===== src/rtl/boothmul_r4_if.sv =====
// Request/result bundle for the radix-4 Booth multiplier: level arm/fin handshake,
// operands with per-operation signedness, and the product with its status flags.
interface boothmul_r4_if #(
  parameter int A1_LEN = 32,
  parameter int A2_LEN = 32
);
  logic                     arm;
  logic                     signed_mode;
  logic [A1_LEN-1:0]        a1;
  logic [A2_LEN-1:0]        a2;
  logic [A1_LEN+A2_LEN-1:0] outn;
  logic                     busy;
  logic                     fin;

  modport master (output arm, signed_mode, a1, a2, input outn, busy, fin);
  modport slave  (input arm, signed_mode, a1, a2, output outn, busy, fin);
endinterface


===== src/rtl/boothmul_r4.sv =====
// Sequential radix-4 (modified) Booth multiplier: retires two multiplier bits per
// clock, exact product in signed or unsigned mode, level-sensitive arm/fin handshake.
module boothmul_r4 #(
  parameter int A1_LEN  = 32,
  parameter int A2_LEN  = 32,
  parameter int CNT_SIZ = 5
) (
  input  logic          clk,
  input  logic          rst_n,
  boothmul_r4_if.slave  bus
);
  localparam int ITER = (A2_LEN + 2) / 2;
  localparam int YW   = 2 * ITER;
  localparam int HW   = A1_LEN + 3;
  localparam int W    = HW + YW + 1;
  localparam int PW   = A1_LEN + A2_LEN;

  typedef enum logic [1:0] {IDLE, RUN, DONE} state_t;

  state_t              state, state_nx;
  logic [CNT_SIZ-1:0]  cnt, cnt_nx;
  logic [HW-1:0]       mcand, mcand_nx;
  logic [W-1:0]        acc, acc_nx;
  logic [PW-1:0]       outn_r, outn_nx;
  logic                busy_r, busy_nx;
  logic                fin_r, fin_nx;

  logic signed [A1_LEN:0] m_ext;
  logic signed [A2_LEN:0] y_ext;
  logic [YW-1:0]          y_full;
  logic [HW-1:0]          term;
  logic [HW-1:0]          sum;
  logic signed [W-1:0]    pre_shift;
  logic [W-1:0]           acc_step;

  // Operand extension: one extra bit makes unsigned operands look signed to the recoder
  always_comb begin
    m_ext  = {bus.signed_mode & bus.a1[A1_LEN-1], bus.a1};
    y_ext  = {bus.signed_mode & bus.a2[A2_LEN-1], bus.a2};
    y_full = YW'(y_ext);
  end

  // One Booth step: recode the low triplet, add into the upper field, shift right by two
  always_comb begin
    term = '0;
    case (acc[2:0])
      3'b001, 3'b010: term = mcand;
      3'b011:         term = mcand << 1;
      3'b100:         term = -(mcand << 1);
      3'b101, 3'b110: term = -mcand;
      default:        term = '0;
    endcase
    sum       = acc[W-1 -: HW] + term;
    pre_shift = {sum, acc[YW:0]};
    acc_step  = pre_shift >>> 2;
  end

  always_comb begin
    state_nx = state;
    cnt_nx   = cnt;
    mcand_nx = mcand;
    acc_nx   = acc;
    outn_nx  = outn_r;
    busy_nx  = busy_r;
    fin_nx   = fin_r;
    case (state)
      IDLE: begin
        busy_nx = 1'b0;
        fin_nx  = 1'b0;
        if (bus.arm) begin
          mcand_nx = HW'(m_ext);
          acc_nx   = {{HW{1'b0}}, y_full, 1'b0};
          cnt_nx   = '0;
          busy_nx  = 1'b1;
          state_nx = RUN;
        end
      end
      RUN: begin
        if (!bus.arm) begin
          busy_nx  = 1'b0;
          state_nx = IDLE;
        end else begin
          acc_nx = acc_step;
          cnt_nx = cnt + 1'b1;
          if (cnt == CNT_SIZ'(ITER - 1)) begin
            outn_nx  = acc_step[PW:1];
            busy_nx  = 1'b0;
            fin_nx   = 1'b1;
            state_nx = DONE;
          end
        end
      end
      DONE: begin
        if (!bus.arm) begin
          fin_nx   = 1'b0;
          state_nx = IDLE;
        end
      end
      default: begin
        busy_nx  = 1'b0;
        fin_nx   = 1'b0;
        state_nx = IDLE;
      end
    endcase
  end

  always_ff @(posedge clk or negedge rst_n) begin
    if (!rst_n) begin
      state  <= IDLE;
      cnt    <= '0;
      mcand  <= '0;
      acc    <= '0;
      outn_r <= '0;
      busy_r <= 1'b0;
      fin_r  <= 1'b0;
    end else begin
      state  <= state_nx;
      cnt    <= cnt_nx;
      mcand  <= mcand_nx;
      acc    <= acc_nx;
      outn_r <= outn_nx;
      busy_r <= busy_nx;
      fin_r  <= fin_nx;
    end
  end

  assign bus.outn = outn_r;
  assign bus.busy = busy_r;
  assign bus.fin  = fin_r;
endmodule


===== src/flat_wrapper.sv =====
// flat-port wrapper written by rule: the top's interface ports become plain ports
module boothmul_r4_flat 
#(
  parameter int A1_LEN  = 32,
  parameter int A2_LEN  = 32,
  parameter int CNT_SIZ = 5
)
  (clk, rst_n, bus_arm, bus_signed_mode, bus_a1, bus_a2, bus_outn, bus_busy, bus_fin);
  boothmul_r4_if #(.A1_LEN(A1_LEN), .A2_LEN(A2_LEN)) bus_i ();
  input  logic clk;
  input  logic rst_n;
  input wire logic [$bits(bus_i.arm)-1:0] bus_arm;
  input wire logic [$bits(bus_i.signed_mode)-1:0] bus_signed_mode;
  input wire logic [$bits(bus_i.a1)-1:0] bus_a1;
  input wire logic [$bits(bus_i.a2)-1:0] bus_a2;
  output wire logic [$bits(bus_i.outn)-1:0] bus_outn;
  output wire logic [$bits(bus_i.busy)-1:0] bus_busy;
  output wire logic [$bits(bus_i.fin)-1:0] bus_fin;
  assign bus_i.arm = bus_arm;
  assign bus_i.signed_mode = bus_signed_mode;
  assign bus_i.a1 = bus_a1;
  assign bus_i.a2 = bus_a2;
  assign bus_outn = bus_i.outn;
  assign bus_busy = bus_i.busy;
  assign bus_fin = bus_i.fin;
  boothmul_r4 #(.A1_LEN(A1_LEN), .A2_LEN(A2_LEN), .CNT_SIZ(CNT_SIZ)) u_core (.clk(clk), .rst_n(rst_n), .bus(bus_i));
endmodule

===== config.mk =====
export PLATFORM = sky130hd
export DESIGN_NAME = boothmul_r4_flat
export DESIGN_NICKNAME = d
export VERILOG_FILES = /design/src/rtl/boothmul_r4_if.sv /design/src/rtl/boothmul_r4.sv /design/src/flat_wrapper.sv
export SDC_FILE = /design/constraint.sdc
export NUM_CORES = 1
export LEC_CHECK = 0
export CAP_MARGIN = 30
export CORE_ASPECT_RATIO = 1.5
export CORE_MARGIN = 2
export CORE_UTILIZATION = 50
export CTS_CLUSTER_DIAMETER = 60
export DETAILED_ROUTE_END_ITERATION = 10
export DONT_BUFFER_PORTS = 1
export GPL_ROUTABILITY_DRIVEN = 0
export SLEW_MARGIN = 15
export SYNTH_ARGS = -nofsm -noshare
export SYNTH_HDL_FRONTEND = slang
export SYNTH_SLANG_ARGS = --single-unit

===== constraint.sdc =====
create_clock -name clk -period 6.2 [get_ports clk]
set_input_delay 1.24 -clock clk [delete_from_list [all_inputs] [get_ports clk]]
set_output_delay 1.24 -clock clk [all_outputs]
set_load 0.02 [all_outputs]

# Yosys cells after proc, flatten, opt, wreduce, memory -nomap -nowiden
# Cells that the tools add are included.
[totals]
reg_bits = 176
inputBits = 68
[op_classes]
n_addsub = 4
eq_ne = 14
mux = 20
bitwise_logic = 3
n_reduce_logical = 10
[ops]
columns = ["op", "n"]
rows = [
  ["70-bit 2-to-1 mux", 2],
  ["35-bit case mux with 4 select lines", 1],
  ["70-bit case mux with 2 select lines", 1],
  ["35-bit negator", 2],
  ["35-bit adder", 1],
  ["3-bit AND reduction", 4],
  ["5-bit 2-to-1 mux", 2],
  ["5-bit case mux with 2 select lines", 1],
  ["3-bit equality test, second input constant", 3],
  ["2-bit 2-to-1 mux", 4],
  ["3-bit by 2-bit equality test with 1-bit output, second input constant", 2],
  ["1-bit 2-to-1 mux", 6],
  ["2-bit != test, second input constant", 3],
  ["2-bit case mux with 3 select lines", 1],
  ["5-bit by 1-bit adder with 5-bit output, second input constant", 1],
  ["5-bit equality test, second input constant", 1],
  ["2-bit AND reduction", 2],
  ["2-bit OR reduction", 2],
  ["3-bit by 1-bit equality test with 1-bit output, second input constant", 1],
  ["3-bit by 2-bit != test with 1-bit output, second input constant", 1],
  ["1-bit case mux with 3 select lines", 1],
  ["1-bit AND", 2],
  ["2-bit by 1-bit equality test with 1-bit output, second input constant", 1],
  ["2-bit equality test, second input constant", 1],
  ["other kinds (5)", 5],
]

# Longest topological paths before layout
[logic_depth]
ltp_word = 6
ltp_mapped = 21

# Least setup slack after synthesis
# No wires, ideal clock.
[synth_path]
path_type = "register -> register"
from = "register u_core.mcand[6]"
to = "register u_core.outn_r[63] (netlist: u_core.bus.outn[63])"
setup_ns = 0.125
arrival_ns = 4.578
required_ns = 6.075
setup_slack_ns = 1.497
path_stages_with_launch = 19
path_buffers = 1
synth_period_minus_slack_ns = 4.703
path_cell_list = "dfrtp_1 -> or4_4 -> or2_1 -> or3_1 -> or3_1 -> a21oi_1 -> mux2_2 -> a22oi_1 -> a21oi_1 -> ha_1 -> clkbuf_1 -> nand2_1 -> nor4_1 -> o211a_1 -> a31oi_2 -> o41ai_1 -> a21oi_1 -> xnor2_1 -> mux2_2"
[synth_via]
elab_chain_cells = 3
elab_cells_between_ends = 4
cone_classes = "3 x add/sub; 1 x mux"
[synth_lines]
columns = ["item", "line", "source"]
rows = [
  ["from (decl)", "boothmul_r4.sv:22", "logic [HW-1:0] mcand, mcand_nx;"],
  ["from (signal assigned)", "boothmul_r4.sv:119", "mcand <= mcand_nx;"],
  ["35-bit negator, on equally long branches", "boothmul_r4.sv:50, boothmul_r4.sv:49", ""],
  ["35-bit case mux with 4 select lines (*)", "boothmul_r4.sv:46", "case (acc[2:0])"],
  ["35-bit adder (*)", "boothmul_r4.sv:53", "sum = acc[W-1 -: HW] + term;"],
  ["to (signal assigned)", "boothmul_r4.sv:121", "outn_r <= outn_nx;"],
  ["to (decl)", "boothmul_r4.sv:24", "logic [PW-1:0] outn_r, outn_nx;"],
]
# Mark *: on every way between the ends. The rest lies on a longest branch, timed or not.
# A chain may end at the register's enable or synchronous reset.

# Worst setup path in the final report
[layout_path]
from = "register u_core.mcand[4]"
to = "register u_core.outn_r[63] (netlist: u_core.bus.outn[63])"
# Same word-level chain as after synthesis.

==> reports/metrics.cfg <==
[timing]
setup_tns_ns = 0
rsz0062_at_grt = false
worst_slew_pin_slew_ns = 0.8224
setup_viol = 0
maxSlewViolCount = 0
finClkSkew_ns = 0.007309
min_period_ns = 5.349
fin_crit_sh_pct = 86.28
hold_viol_final = 0
slew_headroom_pct = 45.06
max_freq_mhz = 186.9

[hold_path]
hp-class = reg2reg
hold-path-endpoint = u_core.acc[54]
worstHoldPathCells = 2
hold_start = u_core.acc[54]

[clocking]
path_clk_slew_ns = 0.06
cts.sinks = 174
cts_resized = 0
clockBufferDepth = 2
cts_setup_buffers = 0
clkLatencyLatePin_ns = 0.43
cts_tree = done
cts-root-buf = clkbuf_16
cts_buffers = 17
ctsHoldBuffers = 0
cts_max_level = 4

[setup_path]
cp_max_fo = 8
r2r_start = u_core.mcand[4]
cp.required_ns = 6.52
crit_slowest_cell = or4_4
worstSetupPathType = reg2reg
critPathTopFamily = simple AND/OR/NAND/NOR gates
r2r_cells = 19
r2r_slack_ns = 0.85
reg2reg_to = u_core.bus.outn[63]
path_cells = or4_4 > or3_1 > nor3_1 > nand2b_1 > nor2_1 > a21oi_1 > o22ai_1 > nand2_1 > o21ai_0 > ha_1 > and3_1 > nand2_1 > nor4_1 > o211a_1 > a31oi_2 > o41ai_1 > a21oi_1 > xnor2_1 > mux2_2
start_kind = register
slowest_delay_ns = 0.61
cp.arrival_ns = 5.67
crit_path_end_kind = register
critPathBufInv = 0

[grt]
antenna_found_initial = 0
grt_pass1_wl_um = 41520
grt_util_all_layers_pct = 23.96
grt_pass1_vias = 7975
overflow = 0
grt_max_degree = 175

[logic_synthesis]
synth_area_um2 = 10400
yosysUniqueCellTypes = 71
synth.ff_latch_count = 174
ys.flop_type = dfrtp_1
syn_avg_cell_area_um2 = 9.591
yosysWarnings = 0
async_reset_ff_share_pct = 100.0
synth_edf_count = 0
syn_inst = 1084
ys_seq_area_share_pct = 41.88
syn_nets = 1190

[cells_and_area]
insertedDiodeCount = 0
syn_to_final_growth_pct = 7.618
layout_common_cells = dfrtp_1, nand2_1, o21ai_0
final_common_cell = dfrtp_1
drive_gt1_share_pct = 14.22
nets = 1155
final_core_util_pct = 54.79
instances_no_fill = 1326

[floorplan]
die_w_um = 121.7
coreArea_um2 = 20420
start_util_pct = 50.91
die_h_um = 180.6
die-area_um2 = 21990
ios = 134
rows = 64

[placed_design]
place_inst = 1292
hpwl_um = 17870
port_buffers = 0

[pwr]
p_leak_nw = 4.981
power_density_nw_per_um2 = 471.5
ir_worst_vdd_uv = 245.5
p_total_mw = 5.275

[route]
drt_pass1_iterations = 5
vias_per_cell = 5.962
num_vias = 7906
postRouteAntennaNets = 0
wl_per_cell_um = 19.29
drc_errors = 0
drt_first_iter_violations = 426
wl_um = 25580

[job]
max_cap_violations = 0

[status]
status = finished, final reports clean

## flip-flops by register name, summed over array words and instances, names as in the netlist
signal,count
u_core.bus.outn,64
u_core.bus.fin,1
u_core.mcand,33
u_core.acc,68
u_core.bus.busy,1
u_core.state,2
u_core.cnt,5
## through the flow
step / worst slack (ns) / area (um2) / hold slack (ns)
finish: 0.8507 / 11190 / 0.4927
detailed placement: 0.9934 / 10610 / 0.4818
floorplan: 1.497 / 10400 / 0.4551
global route: 0.3808 / 11190 / 0.4821
global placement: 1.136 / 10580 / 0.4715
CTS: 0.9225 / 11160 / 0.4812
## cells by family after synthesis
logic type                 Yosys count  share of synthesized area, %
DFF                                174                         41.88
muxes                              116                         12.11
adders and majority gates           38                         4.646
and+or+nand+nor                    283                         13.06
xor gates and xnor gates            73                         6.150
buffers and inverters               89                         3.322
AOI/OAI and AO/OA                  311                         18.84
## worst register-to-register path, cell delays in order, from the launching register on
cell      delay (ns)
dfrtp_1         0.45
or4_4           0.61
or3_1           0.44
nor3_1          0.39
nand2b_1        0.19
nor2_1          0.05
a21oi_1         0.12
o22ai_1         0.08
nand2_1         0.08
o21ai_0         0.11
ha_1            0.37
and3_1          0.20
nand2_1         0.08
nor4_1          0.41
o211a_1         0.28
a31oi_2         0.20
o41ai_1         0.58
a21oi_1         0.17
xnor2_1         0.17
mux2_2          0.26
## Yosys cell counts (all sizes together) (8+ instances only)
| library cell | count | area (um2) |
|---|---|---|
| a21o | 17 | 127.6 |
| a21oi | 61 | 305.3 |
| a221oi | 15 | 137.6 |
| a22o | 16 | 140.1 |
| a22oi | 15 | 112.6 |
| a31oi | 8 | 56.30 |
| buf | 13 | 60.05 |
| clkbuf | 58 | 217.7 |
| dfrtp | 174 | 4354 |
| ha | 37 | 462.9 |
| inv | 17 | 63.81 |
| mux2 | 78 | 878.3 |
| mux2i | 38 | 380.4 |
| nand2 | 148 | 563.0 |
| nand2b | 10 | 62.56 |
| nand3 | 15 | 80.08 |
| nor2 | 43 | 161.4 |
| nor3 | 12 | 76.33 |
| o21ai | 120 | 600.6 |
| o22ai | 10 | 62.56 |
| or2 | 9 | 58.81 |
| or3 | 12 | 80.08 |
| xnor2 | 44 | 385.4 |
| xor2 | 29 | 254.0 |
## final cells by class
cell class	instances	area, um2
clock buffer	25	505.5
sequential	174	4355
inverter	18	67.56
clock inverter	7	52.55
fill	1946	9231
tap	264	330.3
multi-input combinational	821	5719
timing repair buffer	17	157.7
## worst max path at each step
stage / endpoint / from / depth (start not counted) / slack (ns)
final: u_core.bus.outn[63] / u_core.mcand[4] / 19 / 0.85
after global routing: u_core.bus.outn[63] / u_core.mcand[4] / 19 / 0.38
after CTS: u_core.bus.outn[63] / u_core.mcand[4] / 19 / 0.92
after detailed placement: u_core.bus.outn[63] / u_core.mcand[4] / 18 / 0.99
after global placement: u_core.bus.outn[63] / u_core.mcand[6] / 18 / 1.14
after floorplan: u_core.bus.outn[63] / u_core.mcand[6] / 18 / 1.50
## power by group
group	internal (mW)	switching, mW
sequential	1.51	0.581
clock	0.568	0.447
combinational	0.934	1.23
## layer usage
metal,share of wire (%),vias up,GRT usage [%],wire length [um]
met3,5.2,38,5.380,1337
met2,51,193,41.08,13040
met1,42,3832,29.63,10680
li1,-,3843,-,-
met4,2.0,0,8.000,522
met5,0,-,0,0
Power figures use the tool's default switching activity.
